===== config.mk =====
export PLATFORM = sky130hd
export DESIGN_NAME = track_map_writer
export DESIGN_NICKNAME = d
export VERILOG_FILES = /design/src/rtl/track_map_writer.sv
export SDC_FILE = /design/constraint.sdc
export NUM_CORES = 1
export LEC_CHECK = 0
export BUFFER_PORTS_ARGS = -buffer_cell sky130_fd_sc_hd__buf_2
export CORE_MARGIN = 4
export CORE_UTILIZATION = 48
export CTS_CLUSTER_SIZE = 10
export DETAILED_ROUTE_END_ITERATION = 8
export PLACE_DENSITY = 0.68
export SLEW_MARGIN = 5
export SYNTH_ARGS = -nofsm -noshare
export SYNTH_HDL_FRONTEND = slang
export SYNTH_SLANG_ARGS = --single-unit

===== constraint.sdc =====
create_clock -name clk_in -period 5 [get_ports clk_in]
set_input_delay 1 -clock clk_in [delete_from_list [all_inputs] [get_ports clk_in]]
set_output_delay 1 -clock clk_in [all_outputs]
set_load 0.1 [all_outputs]

===== src/rtl/track_map_writer.sv =====
// ---------------------------------------------------------------------------
// track_map_writer
//
// Tile map store for a track renderer. It holds a 2^MAP_LOG2 x 2^MAP_LOG2
// map of TILE_W-bit tile codes. A command port writes single tiles or fills
// the whole map (and optionally one row) with a tile code. A separate
// renderer read port returns the tile at {row, column}.
//
// Optional feature macro: TRACK_MAP_ROWFILL_EN
//   defined   : op 10 fills one row of the map
//   undefined : op 10 behaves like op 11 (no write, done pulse); no row-fill
//               state or row register is built
//
// Ports
//   clk_in         single clock
//   rst_in         asynchronous active-low reset (map contents are kept)
//   cmd_valid_in   command offered
//   cmd_ready_out  command accepted when high together with cmd_valid_in
//   cmd_op_in      00 write tile, 01 fill map, 10 fill row, 11 reserved
//   cmd_x_in       tile column
//   cmd_y_in       tile row
//   cmd_tile_in    tile code to store
//   rd_addr_in     renderer read address {row, column}
//   rd_data_out    tile code at rd_addr_in, sampled-edge + 2 edges later
//   busy_out       high while a fill is in progress
//   done_out       one-cycle pulse after a command completes
// ---------------------------------------------------------------------------
module track_map_writer #(
    parameter int MAP_LOG2 = 4,
    parameter int TILE_W   = 4
) (
    input  logic                    clk_in,
    input  logic                    rst_in,
    input  logic                    cmd_valid_in,
    output logic                    cmd_ready_out,
    input  logic [1:0]              cmd_op_in,
    input  logic [MAP_LOG2-1:0]     cmd_x_in,
    input  logic [MAP_LOG2-1:0]     cmd_y_in,
    input  logic [TILE_W-1:0]       cmd_tile_in,
    input  logic [2*MAP_LOG2-1:0]   rd_addr_in,
    output logic [TILE_W-1:0]       rd_data_out,
    output logic                    busy_out,
    output logic                    done_out
);

    localparam int AW    = 2 * MAP_LOG2;
    localparam int DEPTH = 1 << AW;

    localparam logic [AW-1:0]       CNT_LAST = '1;
    localparam logic [MAP_LOG2-1:0] COL_LAST = '1;

    localparam logic [1:0] OP_WRITE = 2'b00;
    localparam logic [1:0] OP_FILL  = 2'b01;
`ifdef TRACK_MAP_ROWFILL_EN
    localparam logic [1:0] OP_ROW   = 2'b10;
`endif

    typedef enum logic [1:0] {
        ST_IDLE    = 2'd0,
        ST_FILL    = 2'd1
`ifdef TRACK_MAP_ROWFILL_EN
        ,
        ST_ROWFILL = 2'd2
`endif
    } state_t;

    state_t              state_q;
    state_t              state_d;
    logic [AW-1:0]       cnt_q;
    logic [AW-1:0]       cnt_d;
    logic [TILE_W-1:0]   tile_q;
    logic [TILE_W-1:0]   tile_d;
    logic                done_q;
    logic                done_d;
`ifdef TRACK_MAP_ROWFILL_EN
    logic [MAP_LOG2-1:0] row_q;
    logic [MAP_LOG2-1:0] row_d;
`endif

    logic                accept_s;
    logic                we_s;
    logic [AW-1:0]       waddr_s;
    logic [TILE_W-1:0]   wdata_s;

    logic [TILE_W-1:0]   mem_q [DEPTH];
    logic [TILE_W-1:0]   rd_s1_q;
    logic [TILE_W-1:0]   rd_s2_q;
    logic [TILE_W-1:0]   rd_data_q;

    assign accept_s      = cmd_valid_in && (state_q == ST_IDLE);
    assign cmd_ready_out = (state_q == ST_IDLE);
    assign busy_out      = (state_q != ST_IDLE);
    assign done_out      = done_q;
    assign rd_data_out   = rd_data_q;

    // State register.
    always_ff @(posedge clk_in or negedge rst_in) begin
        if (!rst_in) begin
            state_q <= ST_IDLE;
        end else begin
            state_q <= state_d;
        end
    end

    // Next-state logic: fills end on the edge that writes the last address.
    always_comb begin
        state_d = state_q;
        case (state_q)
            ST_IDLE: begin
                if (accept_s) begin
                    case (cmd_op_in)
                        OP_FILL: state_d = ST_FILL;
`ifdef TRACK_MAP_ROWFILL_EN
                        OP_ROW:  state_d = ST_ROWFILL;
`endif
                        default: state_d = ST_IDLE;
                    endcase
                end else begin
                    state_d = ST_IDLE;
                end
            end
            ST_FILL: begin
                if (cnt_q == CNT_LAST) begin
                    state_d = ST_IDLE;
                end else begin
                    state_d = ST_FILL;
                end
            end
`ifdef TRACK_MAP_ROWFILL_EN
            ST_ROWFILL: begin
                if (cnt_q[MAP_LOG2-1:0] == COL_LAST) begin
                    state_d = ST_IDLE;
                end else begin
                    state_d = ST_ROWFILL;
                end
            end
`endif
            default: state_d = ST_IDLE;
        endcase
    end

    // Output/datapath decode: write port, counter, latched operands, done.
    always_comb begin
        we_s    = 1'b0;
        waddr_s = '0;
        wdata_s = '0;
        cnt_d   = cnt_q;
        tile_d  = tile_q;
        done_d  = 1'b0;
`ifdef TRACK_MAP_ROWFILL_EN
        row_d   = row_q;
`endif
        case (state_q)
            ST_IDLE: begin
                if (accept_s) begin
                    case (cmd_op_in)
                        OP_WRITE: begin
                            we_s    = 1'b1;
                            waddr_s = {cmd_y_in, cmd_x_in};
                            wdata_s = cmd_tile_in;
                            done_d  = 1'b1;
                        end
                        OP_FILL: begin
                            cnt_d  = '0;
                            tile_d = cmd_tile_in;
                        end
`ifdef TRACK_MAP_ROWFILL_EN
                        OP_ROW: begin
                            cnt_d  = '0;
                            tile_d = cmd_tile_in;
                            row_d  = cmd_y_in;
                        end
`endif
                        // Reserved op (and row op when row fill is not
                        // built): accepted, nothing written.
                        default: done_d = 1'b1;
                    endcase
                end else begin
                    done_d = 1'b0;
                end
            end
            ST_FILL: begin
                we_s    = 1'b1;
                waddr_s = cnt_q;
                wdata_s = tile_q;
                // Stop on all-ones instead of wrapping, so no extra write.
                if (cnt_q == CNT_LAST) begin
                    done_d = 1'b1;
                end else begin
                    cnt_d = cnt_q + {{(AW-1){1'b0}}, 1'b1};
                end
            end
`ifdef TRACK_MAP_ROWFILL_EN
            ST_ROWFILL: begin
                we_s    = 1'b1;
                waddr_s = {row_q, cnt_q[MAP_LOG2-1:0]};
                wdata_s = tile_q;
                if (cnt_q[MAP_LOG2-1:0] == COL_LAST) begin
                    done_d = 1'b1;
                end else begin
                    cnt_d = cnt_q + {{(AW-1){1'b0}}, 1'b1};
                end
            end
`endif
            default: begin
                we_s   = 1'b0;
                done_d = 1'b0;
            end
        endcase
    end

    // Datapath registers: fill counter, latched tile/row, done pulse.
    always_ff @(posedge clk_in or negedge rst_in) begin
        if (!rst_in) begin
            cnt_q  <= '0;
            tile_q <= '0;
            done_q <= 1'b0;
`ifdef TRACK_MAP_ROWFILL_EN
            row_q  <= '0;
`endif
        end else begin
            cnt_q  <= cnt_d;
            tile_q <= tile_d;
            done_q <= done_d;
`ifdef TRACK_MAP_ROWFILL_EN
            row_q  <= row_d;
`endif
        end
    end

    // Map storage write port; contents survive reset by design.
    always_ff @(posedge clk_in) begin
        if (we_s) begin
            mem_q[waddr_s] <= wdata_s;
        end
    end

    // Read pipeline: the array is read on the sampling edge (old data on a
    // same-edge write), then two stages bring it to the output.
    always_ff @(posedge clk_in or negedge rst_in) begin
        if (!rst_in) begin
            rd_s1_q   <= '0;
            rd_s2_q   <= '0;
            rd_data_q <= '0;
        end else begin
            rd_s1_q   <= mem_q[rd_addr_in];
            rd_s2_q   <= rd_s1_q;
            rd_data_q <= rd_s2_q;
        end
    end

endmodule


---- Word-level counts from Yosys, hierarchy flattened ----
Memories as Yosys holds them, arrays and structs flattened. A register that Yosys moved wholly into a read port is not among the register bits.
Cells that the tools add are included.
storage, ports and cells
  input port bits ......................... 25
  RAM bits ................................ 1024
  output and inout bits ................... 7
  memories ................................ 1
  flip-flop bits (word level) ............. 23
memories
  memory  depth  bits a word  rd ports  clocked after memory_dff  wr ports  line  source
  mem_q   256    4            1         1                         1         85    logic [TILE_W-1:0] mem_q [DEPTH];
cells by class
  reductions and logical operators ........ 8
  muxes and demuxes ....................... 23
  equal/unequal tests ..................... 6
  $add $sub $neg .......................... 1
operator list
  kind                                                                   count
  8-bit 2-to-1 mux                                                       5
  8-bit one-hot mux with 2 select lines                                  2
  1-bit 2-to-1 mux                                                       9
  8-bit by 1-bit adder with 8-bit output, second input constant          1
  8-bit equality test, second input constant                             1
  4-bit 2-to-1 mux                                                       2
  4-bit one-hot mux with 2 select lines                                  1
  2-bit by 1-bit equality test with 1-bit output, second input constant  2
  2-bit logical NOT                                                      2
  2-bit by 1-bit != test with 1-bit output, second input constant        2
  1-bit one-hot mux with 2 select lines                                  2
  2-bit one-hot mux with 2 select lines                                  1
  4-bit AND reduction                                                    1
  2-bit nonzero test                                                     2
  3-bit AND reduction                                                    1
  2-bit 2-to-1 mux                                                       1
  2-bit != test, second input constant                                   1
  1-bit logical AND                                                      1
  1-bit logical NOT                                                      1

---- Depth between registers and ports, before layout ----
  depth after elaboration ................. 6
  depth in mapped cells ................... 11
  mapped depth without buffers ............ 7

---- Worst setup path before layout ----
No wires, ideal clock.
  path type ............................... register to register
  start point ............................. register state_q[0]
  end point ............................... memory mem_q[0][0], data pin
  setup time .............................. 864 ps
  required time ........................... 4136 ps
  buffers on the path ..................... 2
  stages on the path, launching flop included .. 5
  path slack .............................. -886 ps
  arrival ................................. 5022 ps
  cell sequence ........................... dfrtp_1 > buf_2 > nor4b_4 > buf_2 > a22o_1
between the ends
  longest elaborated chain between the ends .. 4
  elaborated cells between the ends (all ways) .. 5
  those cells by class .................... 1 x eq/ne; 2 x mux; 2 x reduce/logical
ends and longest elaborated chain
  element                                    line     source
  start, declared                            67       state_t state_q;
  start signal, assigned                     101      state_q <= state_d;
  2-bit logical NOT                          90, 153
  1-bit logical AND                          90       assign accept_s = cmd_valid_in && (state_q == ST_IDLE);
  4-bit 2-to-1 mux                           155      if (accept_s) begin
  4-bit one-hot mux with 2 select lines (*)  153      case (state_q)
  via wdata_s[0]                             83       logic [TILE_W-1:0] wdata_s;
  end, declared                              85
The timed path passes the listed nets; every way through them passes the cells marked *.

---- Final worst setup path ----
  start point ............................. register state_q[0]
  end point ............................... memory mem_q[217][1], enable pin
between the ends
  longest elaborated chain between the ends .. 6
  elaborated cells between the ends (all ways) .. 9
  those cells by class .................... 1 x eq/ne; 6 x mux; 2 x reduce/logical
ends and longest elaborated chain
  element                                 line     source
  2-bit logical NOT                       90, 153
  1-bit logical AND                       90
  1-bit 2-to-1 mux                        155
  1-bit one-hot mux with 2 select lines   153
  1-bit 2-to-1 mux                        233      if (we_s) begin
  1-bit 2-to-1 mux (implied by the code)  234      mem_q[waddr_s] <= wdata_s;
Several ways; a longest one is shown, not always the timed one.

==> flow_metrics.tcl <==
set metrics [dict create \
    ant_nets 0 \
    root_buffer "clkbuf_16" \
    cts.clk_slew.worst_paths_ps 60 \
    fmax_ghz 0.2606 \
    arrival_ps 4130 \
    worstSkewPairLatency_ps 670 \
    synth_area_per_cell_sq_um 19.29 \
    grt_max_degree 114 \
    gp_congestion 0.8350 \
    drc_errors 0 \
    synth_top_family_by_area "multiplexers" \
    synth_area_sq_um 41720 \
    r2r_slack_ps 1160 \
    yosys-top-cells-area "edfxtp_1 74%, mux4_2 12%, mux2i_1 2.7%, nor2_1 2.5%, dfrtp_1 1.6%" \
    ios 32 \
    hp-class "reg2reg" \
    finalHoldViolations 0 \
    synth_edf_count 1024 \
    fp.dieH_um 302.8 \
    crit_chain "buf_4, nor4b_4, buf_4, a32oi_1, a21oi_1, nand2_1, nor2_1" \
    synth-seq-area-share_pct 75.27 \
    synth_top_area_share_pct 73.71 \
    synthCells 2163 \
    slew_headroom_pct 28.79 \
    yosys.area.top_type "edfxtp_1" \
    die_w_um 302.8 \
    drive_gt1_share_pct 19.90 \
    worstSetupPathType "reg2reg" \
    grtUsageTotal_pct 22.18 \
    fin_nets 2267 \
    finalPower_w 0.02151 \
    synthMuxAreaShare_pct 14.65 \
    htree_levels 3 \
    hold_depth 0 \
    cts.path.max_buffers 3 \
    yosys.area_share.simple_pct 3.950 \
    period_share_pct 76.73 \
    slowest_delay_ps 680 \
    grt_first_pass_wirelength_mm 148.6 \
    p_per_area_nw_per_um2 463.1 \
    r2r.worst_path.cells 7 \
    setup_viol 0 \
    synth_ff_type "edfxtp_1" \
    crit_fanout 29 \
    tightest_slew_ps 1058 \
    status "completed" \
    antenna_found_initial 3 \
    endpoint_kind "flip-flop" \
    grt_overflow 0 \
    num_rows 107 \
    whs_ps 351.4 \
    cp_data_required_time_ps 5300 \
    fin_tns_setup_ps 0 \
    cap_viol_max_count 0 \
    synth_seq_cells 1050 \
    cts_resized 0 \
    ys_types 53 \
    core-area_sq_um 85680 \
    grt_pass1_vias 22060 \
    synth_fa_ha_area_share_pct 0.02999 \
    cts_buffers 115 \
    drtIter0Drc 2734 \
    rsz0062_at_grt "false" \
    cts.sinks 1050 \
    first_pass_iters 7 \
    period_needed_ps 3837 \
    post-dp-hpwl_mm 60.39 \
    cpMostUsedCell "buf_4" \
    finalClockSkew_ps 35.30 \
    startpoint_type "flip-flop" \
    wire_per_inst_um 28.92 \
    portBuffers 31 \
    cts_hold_buf 0 \
    synthXorXnorAreaFrac_pct 0.1260 \
    synthArstFlopShare_pct 2.476 \
    viasPerCell 6.257 \
    vdd.ir_drop.worst_uv 343.0 \
    syn_nets 2189 \
    post_cts_buffers 0 \
    syn2layout_area_growth_pct 11.32 \
    die-area_sq_um 91690 \
    synth_warnings 0 \
    p_leak_nw 14.61 \
    nFillCells 6530 \
    dr_total_vias 21560 \
    start_util_pct 48.69 \
    slowest_stage "nand2_1" \
    drv_slew 0 \
    cts_tree "yes" \
    synth_compound_area_share_pct 3.971 \
    finalWirelength_mm 99.67 \
]
==> power breakdown <==
part	total (W)	switching [W]	internal (W)	leakage, nW
combinational	0.00304	0.00242	0.000619	3.47
clock	0.00739	0.00319	0.00420	1.53
sequential	0.0111	0.000102	0.0110	9.61
total	0.0215	0.00572	0.0158	14.6
==> path summary, 6_finish.rpt <==
| check | start | to |
|---|---|---|
| min in group asynchronous | rst_in | done_out |
| max reg2reg | state_q[0] | mem_q[217][1] |
| max in group asynchronous | rst_in | rd_data_out[3] |
| max | state_q[0] | mem_q[217][1] |
| min | rd_s2_q[3] | rd_data_out[3] |
| min reg2reg | rd_s2_q[3] | rd_data_out[3] |
==> kinds of logic (layout without fill, tap and decap cells) <==
| logic type | count (synthesis) | count (layout) |
|---|---|---|
| AOI/OAI and AO/OA | 222 | 222 |
| xor gates and xnor gates | 6 | 6 |
| adders and majority gates | 1 | 1 |
| buffers and inverters | 150 | 288 |
| DFF | 1050 | 1050 |
| muxes | 337 | 337 |
| other | 0 | 1 |
| and+or+nand+nor | 397 | 397 |
==> worst max-delay path, delay by kind of cell (launching register included) <==
kind / cells / cell delay (ps)
DFF: 1 / 360
buffers and inverters: 2 / 530
and+or+nand+nor: 3 / 1760
AOI/OAI and AO/OA: 2 / 790
==> state kept, by name (all words and copies together), names as in the netlist <==
| name | cells |
|---|---|
| mem_q | 1024 |
| cnt_q | 8 |
| rd_data_out | 4 |
| rd_s1_q | 4 |
| rd_s2_q | 4 |
| tile_q | 4 |
| done_out | 1 |
| state_q | 1 |
==> per-stage QoR <==
step                setup slack (ps)  instance area (sq um)  utilization (%)  cells
floorplan                      899.7                  41720                -   2163
global placement               647.1                  43240            50.47   3268
detailed placement             649.7                  43240            50.47   3268
CTS                             1199                  46440            54.20   3445
global route                   990.8                  46440            54.20   3445
finish                          1163                  46440            54.20   3446
==> placed cells by master, fill, tap and decap left out, types with 11 or more instances in the layout <==
cell,instances
buf_2,29
nor3_1,19
clkbuf_16,115
buf_4,54
a22o_1,21
o22ai_1,26
dfrtp_1,26
mux2i_1,111
inv_1,11
nand3_1,14
o221ai_1,50
mux4_2,218
a221oi_1,17
o21ai_0,15
buf_12,13
edfxtp_1,1024
a21oi_1,34
nand2_1,52
clkbuf_1,54
nor2_1,274
==> metal layers <==
| layer | vias to the layer above | track usage [%] | share of wire, % |
|---|---|---|---|
| li1 | 9004 | - | - |
| met1 | 11230 | 30.97 | 39 |
| met2 | 1126 | 36.28 | 49 |
| met3 | 198 | 3.714 | 8.1 |
| met4 | 2 | 6.963 | 3.4 |
| met5 | - | 0 | 0.013 |
==> cells in the mapped netlist (4+ instances only) <==
library cell	n
a2111oi_0	5
a211oi_1	5
a21o_1	4
a21oi_1	34
a221oi_1	17
a22o_1	25
a32oi_1	9
and2_1	4
and3_1	4
buf_1	5
buf_2	30
buf_4	15
buf_6	18
buf_8	4
clkbuf_1	65
dfrtp_1	26
edfxtp_1	1024
inv_1	11
mux2_2	8
mux2i_1	111
mux4_2	218
nand2_1	52
nand2b_1	7
nand3_1	14
nor2_1	274
nor2b_1	7
nor3_1	19
nor4_1	6
o211ai_1	4
o21ai_0	15
o21ai_1	9
o221ai_1	50
o22ai_1	26
o311ai_1	6
o32ai_1	4
xnor2_1	4
==> final cells by class <==
cell class	instances	area, sq um	share of cell area (%)
Sequential cell	1050	31400	67.62
Multi-Input combinational cell	963	9519	20.50
Clock buffer	169	3080	6.633
Tap cell	1144	1431	3.082
Timing Repair Buffer	98	840.8	1.811
Clock inverter	8	116.4	0.2506
Inverter	13	48.80	0.1051
Antenna cell	1	2.502	0.005389
(Power assumes the default switching activity.)
